--- config.mk ---
export PLATFORM = sky130hd
export DESIGN_NAME = weight_fifo_to_bank
export DESIGN_NICKNAME = d
export VERILOG_FILES = /design/src/rtl/cnn_accel_pkg.sv /design/src/rtl/weight_tile_counter.sv /design/src/rtl/weight_fifo_to_bank.sv
export SDC_FILE = /design/constraint.sdc
export NUM_CORES = 1
export LEC_CHECK = 0
export BUFFER_PORTS_ARGS = -buffer_cell sky130_fd_sc_hd__buf_2
export CAP_MARGIN = 30
export CORE_UTILIZATION = 44
export CTS_CLUSTER_DIAMETER = 60
export DETAILED_ROUTE_END_ITERATION = 10
export GPL_ROUTABILITY_DRIVEN = 0
export PLACE_DENSITY_LB_ADDON = 0.08
export SLEW_MARGIN = 15
export SYNTH_ARGS = -nofsm -noshare
export SYNTH_HDL_FRONTEND = slang
export SYNTH_SLANG_ARGS = --single-unit
--- constraint.sdc ---
create_clock -name clk -period 2.35 [get_ports clk]
set_clock_uncertainty 0.05 [all_clocks]
set_input_delay 0.47 -clock clk [delete_from_list [all_inputs] [get_ports clk]]
set_output_delay 0.47 -clock clk [all_outputs]
set_load 0.01 [all_outputs]
--- src/rtl/cnn_accel_pkg.sv ---
// Shared definitions for the CNN accelerator weight path.
//   - wf_state_e : weight FIFO-to-bank loader FSM encoding (IDLE/POP/DRAIN/FIN)
//   - KK, TILE_WORDS : tile geometry for the default configuration
//   - clog2 : counter width helper (never returns less than 1 bit)
// No ports; imported by weight_tile_counter and weight_fifo_to_bank.
package cnn_accel_pkg;

    typedef enum logic [1:0] {
        StIdle  = 2'd0,
        StPop   = 2'd1,
        StDrain = 2'd2,
        StFin   = 2'd3
    } wf_state_e;

    localparam int unsigned DefK       = 3;
    localparam int unsigned DefTn      = 8;
    localparam int unsigned DefTm      = 8;
    localparam int unsigned KK         = DefK * DefK;
    localparam int unsigned TILE_WORDS = DefTn * DefTm * KK;

    // Width needed to count 0..n-1, with a 1-bit floor so a size-1 dimension
    // still gets a legal (always-zero) counter.
    function automatic int unsigned clog2(input int unsigned n);
        int unsigned w;
        w = 1;
        while ((32'd1 << w) < n) begin
            w = w + 1;
        end
        return w;
    endfunction

endpackage

--- src/rtl/weight_tile_counter.sv ---
// Four-level nested tile counter, j innermost, then i, tm, tn outermost.
// Ports:
//   clk  in   clock
//   rst  in   synchronous active-high reset
//   clr  in   synchronous clear (returns all counters to 0)
//   en   in   advance by one position
//   j, i out  kernel column / row, 0..K-1
//   tm   out  output-map index, 0..Tm-1
//   tn   out  input-map index, 0..Tn-1
//   last out  all counters at their maximum (final word of the tile)
module weight_tile_counter
    import cnn_accel_pkg::*;
#(
    parameter int unsigned K  = 3,
    parameter int unsigned Tm = 8,
    parameter int unsigned Tn = 8,
    localparam int unsigned JW  = clog2(K),
    localparam int unsigned TmW = clog2(Tm),
    localparam int unsigned TnW = clog2(Tn)
) (
    input  logic           clk,
    input  logic           rst,
    input  logic           clr,
    input  logic           en,
    output logic [JW-1:0]  j,
    output logic [JW-1:0]  i,
    output logic [TmW-1:0] tm,
    output logic [TnW-1:0] tn,
    output logic           last
);

    logic [JW-1:0]  j_q, j_d, i_q, i_d;
    logic [TmW-1:0] tm_q, tm_d;
    logic [TnW-1:0] tn_q, tn_d;
    logic           j_max, i_max, tm_max, tn_max;

    always_comb begin
        j_max  = (j_q == JW'(K - 1));
        i_max  = (i_q == JW'(K - 1));
        tm_max = (tm_q == TmW'(Tm - 1));
        tn_max = (tn_q == TnW'(Tn - 1));
        j_d    = j_q;
        i_d    = i_q;
        tm_d   = tm_q;
        tn_d   = tn_q;
        if (en) begin
            j_d = j_max ? '0 : j_q + 1'b1;
            if (j_max) begin
                i_d = i_max ? '0 : i_q + 1'b1;
                if (i_max) begin
                    tm_d = tm_max ? '0 : tm_q + 1'b1;
                    if (tm_max) begin
                        tn_d = tn_max ? '0 : tn_q + 1'b1;
                    end
                end
            end
        end
    end

    always_ff @(posedge clk) begin
        if (rst || clr) begin
            j_q  <= '0;
            i_q  <= '0;
            tm_q <= '0;
            tn_q <= '0;
        end else begin
            j_q  <= j_d;
            i_q  <= i_d;
            tm_q <= tm_d;
            tn_q <= tn_d;
        end
    end

    assign j    = j_q;
    assign i    = i_q;
    assign tm   = tm_q;
    assign tn   = tn_q;
    assign last = j_max && i_max && tm_max && tn_max;

endmodule

--- src/rtl/weight_fifo_to_bank.sv ---
// Weight FIFO consumer: on start, pops one Tn x Tm x K x K tile (tn outer, tm, i, j inner)
// and scatters each word into bank tm at address tn*K*K + i*K + j, one cycle after its pop.
// Ports:
//   clk, rst        clock, synchronous active-high reset
//   start           1-cycle pulse, accepted only when idle
//   done            1-cycle pulse the cycle after the last bank write
//   busy            high from the cycle after start through the done cycle
//   fifo_pop        FIFO read strobe (never asserted while fifo_empty)
//   fifo_empty      FIFO empty flag
//   data_from_fifo  FIFO read data, valid the cycle after fifo_pop
//   bank_wr_en      one-hot bank write enable (Tm bits)
//   bank_wr_addr    shared bank write address (holds when idle)
//   bank_wr_data    shared bank write data (holds when idle)
//   bank_sel        only with WEIGHT_BANK_PINGPONG_EN: half select, drives bank_wr_addr[AW-1]
// Build option: define WEIGHT_BANK_PINGPONG_EN for double-buffered banks; the address
// arithmetic must then fit in AW-1 bits.
module weight_fifo_to_bank
    import cnn_accel_pkg::*;
#(
    parameter int unsigned AW = 32,
    parameter int unsigned DW = 32,
    parameter int unsigned K  = 3,
    parameter int unsigned Tn = 8,
    parameter int unsigned Tm = 8
) (
    input  logic          clk,
    input  logic          rst,
    input  logic          start,
    output logic          done,
    output logic          busy,
    output logic          fifo_pop,
    input  logic          fifo_empty,
    input  logic [DW-1:0] data_from_fifo,
    output logic [Tm-1:0] bank_wr_en,
    output logic [AW-1:0] bank_wr_addr,
`ifdef WEIGHT_BANK_PINGPONG_EN
    output logic          bank_sel,
`endif
    output logic [DW-1:0] bank_wr_data
);

    localparam int unsigned JW  = clog2(K);
    localparam int unsigned TmW = clog2(Tm);
    localparam int unsigned TnW = clog2(Tn);
    localparam int unsigned KSq = K * K;

    wf_state_e      state_q, state_d;
    logic           cnt_clr, cnt_last;
    logic [JW-1:0]  cnt_j, cnt_i;
    logic [TmW-1:0] cnt_tm;
    logic [TnW-1:0] cnt_tn;
    logic [AW-1:0]  addr_calc;

    // Write pipeline: captured on the pop cycle, presented on the next one.
    logic           wr_valid_q;
    logic [TmW-1:0] wr_tm_q;
    logic [AW-1:0]  wr_addr_q;
    logic [DW-1:0]  data_hold_q;

    weight_tile_counter #(
        .K  (K),
        .Tm (Tm),
        .Tn (Tn)
    ) u_counter (
        .clk  (clk),
        .rst  (rst),
        .clr  (cnt_clr),
        .en   (fifo_pop),
        .j    (cnt_j),
        .i    (cnt_i),
        .tm   (cnt_tm),
        .tn   (cnt_tn),
        .last (cnt_last)
    );

    always_comb begin
        addr_calc = AW'(cnt_tn) * AW'(KSq) + AW'(cnt_i) * AW'(K) + AW'(cnt_j);
    end

    always_comb begin
        state_d  = state_q;
        fifo_pop = (state_q == StPop) && !fifo_empty;
        cnt_clr  = (state_q == StIdle) && start;
        done     = (state_q == StFin);
        busy     = (state_q != StIdle);
        unique case (state_q)
            StIdle:  if (start) state_d = StPop;
            StPop:   if (fifo_pop && cnt_last) state_d = StDrain;
            StDrain: if (wr_valid_q) state_d = StFin;
            StFin:   state_d = StIdle;
            default: state_d = StIdle;
        endcase
    end

    always_ff @(posedge clk) begin
        if (rst) begin
            state_q     <= StIdle;
            wr_valid_q  <= 1'b0;
            wr_tm_q     <= '0;
            wr_addr_q   <= '0;
            data_hold_q <= '0;
        end else begin
            state_q    <= state_d;
            wr_valid_q <= fifo_pop;
            if (fifo_pop) begin
                wr_tm_q   <= cnt_tm;
                wr_addr_q <= addr_calc;
            end
            if (wr_valid_q) begin
                data_hold_q <= data_from_fifo;
            end
        end
    end

    always_comb begin
        bank_wr_en = '0;
        for (int unsigned b = 0; b < Tm; b++) begin
            if (wr_valid_q && (wr_tm_q == TmW'(b))) begin
                bank_wr_en[b] = 1'b1;
            end
        end
    end

    // FIFO data is only valid on the write cycle; the held copy keeps the bus stable after.
    assign bank_wr_data = wr_valid_q ? data_from_fifo : data_hold_q;

`ifdef WEIGHT_BANK_PINGPONG_EN
    logic bank_sel_q;

    always_ff @(posedge clk) begin
        if (rst) begin
            bank_sel_q <= 1'b0;
        end else if (state_q == StFin) begin
            bank_sel_q <= ~bank_sel_q;
        end
    end

    assign bank_sel     = bank_sel_q;
    assign bank_wr_addr = {bank_sel_q, wr_addr_q[AW-2:0]};
`else
    assign bank_wr_addr = wr_addr_q;
`endif

endmodule

==> run_results.csv <==
group,metric,value,unit
hold_path,hp-class,"register to register",
power_and_ir_drop,p_leak,1.79,nW
place,hpwlAfterDp,4.06,mm
synthesis,synth_ff_type,"dfxtp_1",
synthesis,seq_area_frac_synth,0.380,
setup_path,critPathArrivalTime,2.47,ns
sta,period_share,0.987,
setup_path,cp_data_required_time,2.50,ns
setup_path,rrSetupSlack,0.03,ns
die,ios,111,
cts,holdBufCountCts,0,
setup_path,path_class,"register to register",
synthesis,synth_area_leaders,"dfxtp_1 (38%), mux2_2 (12%), ha_1 (11%)",
grt,grt_pass1_wl,9.49,mm
cts,cts-htree-levels,2,
cts,clk_pin_slew,0.10,ns
synthesis,yosysMostFrequentCell,"dfxtp_1",
die,fp.dieW,83.1,µm
setup_path,rr_startpoint,"u_counter.i[1]",
cts,clock_sinks,55,
grt,grt_pass1_vias,2051,
setup_path,path_cells,"ha_4, buf_4, ha_4, fa_1, ha_4, nand3_2, o211ai_1, mux2i_1, nand2_1",
sta,tns,0,ns
final_layout,final_util,0.576,
grt,grt_max_degree,36,
power_and_ir_drop,p_total,2.30,mW
grt,antenna_found_initial,0,
place,place_inst,469,
synthesis,netlist_instances,305,
drt,num_vias,2243,
flow_run,cap_violations,0,
sta,drv_slew,0,
drt,via_per_inst,4.67,
grt,grt_util_all_layers,0.168,
final_layout,finalNonFillerCells,480,
drt,firstDrtPassIters,4,
hold_path,min_to,"bank_wr_addr[6]",
final_layout,area_growth,26.4,%
setup_path,crit_path_top_delay_cell,"fa_1",
synthesis,synth_commonest_cells,"dfxtp_1 (55), and2_1 (32), mux2_2 (32), nand2_1 (28), buf_4 (26)",
die,core.rowCount,29,
hold_path,min_from,"bank_wr_addr[6]",
synthesis,synth_area_leader_cell,"dfxtp_1",
setup_path,slowest_delay,0.48,ns
synthesis,synth_edf_count,0,
sta,period_needed,2.32,ns
grt,grt-ovfl-total,0,
final_layout,num-fill-cells,568,
sta,worst_hold_slack,0.412,ns
final_layout,diodes,0,
power_and_ir_drop,ir_worst_vdd,0.399,mV
setup_path,worst_path_most_repeated_cell,"ha_4",
drt,drt_iter0_drc,71,
synthesis,yosysUniqueCellTypes,38,
die,initial_core_util,0.456,
die,die_h,83.1,µm
cts,cts_tree,"built",
setup_path,cp-end-kind,"register",
drt,antenna_left,0,
final_layout,multiInputGateArea,1710,µm²
cts,clockBufferDepth,2,
sta,rsz0062_at_grt,"true",
synthesis,synth-async-reset-ratio,0,
synthesis,synth.avg_cell_area,9.49,µm²
sta,hold_violations,0,
synthesis,syn_area,2890,µm²
drt,wl_per_cell,11.7,µm
cts,clockRootBuffer,"clkbuf_8",
sta,max_clock_freq,0.431,GHz
drt,route.detailed.drc,0,
sta,setup_viol,0,
die,dieArea,6910,µm²
setup_path,startpoint_type,"register",
cts,clkLatencyLatePin,0.30,ns
cts,cts_buffers,5,
synthesis,yosys_register_bits,55,
setup_path,cp_max_fo,4,
power_and_ir_drop,power_density,629,nW/µm²
drt,wl,5.60,mm
final_layout,nets,466,
final_layout,drive_gt1_frac,0.414,
hold_path,hold_depth,2,
die,core_area,6350,µm²
synthesis,synth_top_area_frac,0.380,
setup_path,r2r-end,"bank_wr_addr[5]",
setup_path,reg2reg_depth,9,
outcome,outcome,"finished clean",
synthesis,synth_warnings,0,
place,port_buffers,85,
final_layout,register_area,1110,µm²
==> cell families (layout without fill, tap and decap cells) <==
group | after synthesis | after routing | synth area share
simple gates | 104 | 104 | 0.188
flops | 55 | 55 | 0.380
buf+inv | 51 | 125 | 0.105
mux | 33 | 33 | 0.128
compound gates | 32 | 32 | 0.0653
fa+ha+maj | 28 | 28 | 0.129
other cells | 1 | 25 | 0.00130
xor+xnor | 1 | 1 | 0.00303
==> sequential cells by signal, indices dropped and copies added (netlist names) <==
register      cells
data_hold_q      32
bank_wr_addr      7
u_counter.tm      3
u_counter.tn      3
wr_tm_q           3
state_q           2
u_counter.i       2
u_counter.j       2
wr_valid_q        1
==> per-stage QoR <==
stage                     worst slack [ns]  cell area (µm²)
after global routing               -0.0353             3660
final                               0.0301             3660
after detailed placement            -0.106             3410
after CTS                          -0.0171             3630
after global placement             -0.0379             3410
after floorplan                     0.0274             3030
==> final cells by class <==
cell class	instances	area share
Multi-Input combinational cell	223	0.468
Sequential cell	55	0.303
Timing Repair Buffer	104	0.155
Tap cell	77	0.0263
Clock buffer	6	0.0226
Inverter	13	0.0133
Clock inverter	2	0.0106
==> layout by cell type (no fill, tap or decap), drive strengths merged, types with 3 or more instances in the layout <==
| cell type | netlist | layout |
|---|---|---|
| buf | 32 | 104 |
| dfxtp | 55 | 55 |
| mux2 | 32 | 32 |
| and2 | 32 | 32 |
| nand2 | 30 | 30 |
| conb | 1 | 25 |
| ha | 25 | 25 |
| a21oi | 18 | 18 |
| nor2 | 14 | 14 |
| inv | 13 | 14 |
| nand3 | 8 | 8 |
| nor3 | 6 | 6 |
| clkbuf | 6 | 6 |
| nand2b | 4 | 4 |
| or3 | 3 | 3 |
| fa | 3 | 3 |
==> worst max-delay path, delay by kind of cell (launching register included) <==
family                     cells  cell delay, ns
AOI/OAI and AO/OA              1            0.22
buffers and inverters          1            0.13
muxes                          1            0.21
adders and majority gates      4            1.09
and+or+nand+nor                2            0.13
DFF                            1            0.38
==> worst max-delay path by stage <==
stage / from / endpoint / slack (ns) / cells after the start
final: u_counter.i[1] / bank_wr_addr[5] / 0.03 / 9
after global routing: u_counter.i[1] / bank_wr_addr[5] / -0.04 / 9
after CTS: u_counter.i[1] / bank_wr_addr[5] / -0.02 / 10
after detailed placement: u_counter.i[1] / bank_wr_addr[5] / -0.11 / 10
after global placement: u_counter.i[1] / bank_wr_addr[6] / -0.04 / 10
after floorplan: u_counter.i[1] / bank_wr_addr[4] / 0.03 / 9
==> repair_timing <==
action                     4_1_cts  5_1_grt
cloned                           0        0
resized for setup               13        6
buffers inserted                 2        1
setup endpoints to repair        3        5
pin swaps                        9        9
==> metal layers <==
layer | vias up | track usage | wire length, µm
met1 | 1017 | 0.224 | 2720
met4 | 0 | 0.0517 | 53
met2 | 61 | 0.279 | 2580
li1 | 1160 | - | -
met5 | - | 0 | 0
met3 | 5 | 0.0288 | 250
==> where the power goes <==
part	switching (mW)	internal (mW)	total (mW)	leakage (nW)
sequential	0.0293	0.994	1.02	0.447
clock	0.308	0.351	0.659	0.0618
combinational	0.346	0.274	0.620	1.28
total	0.683	1.62	2.30	1.79
Note: power is estimated with default switching activity, not from simulation.
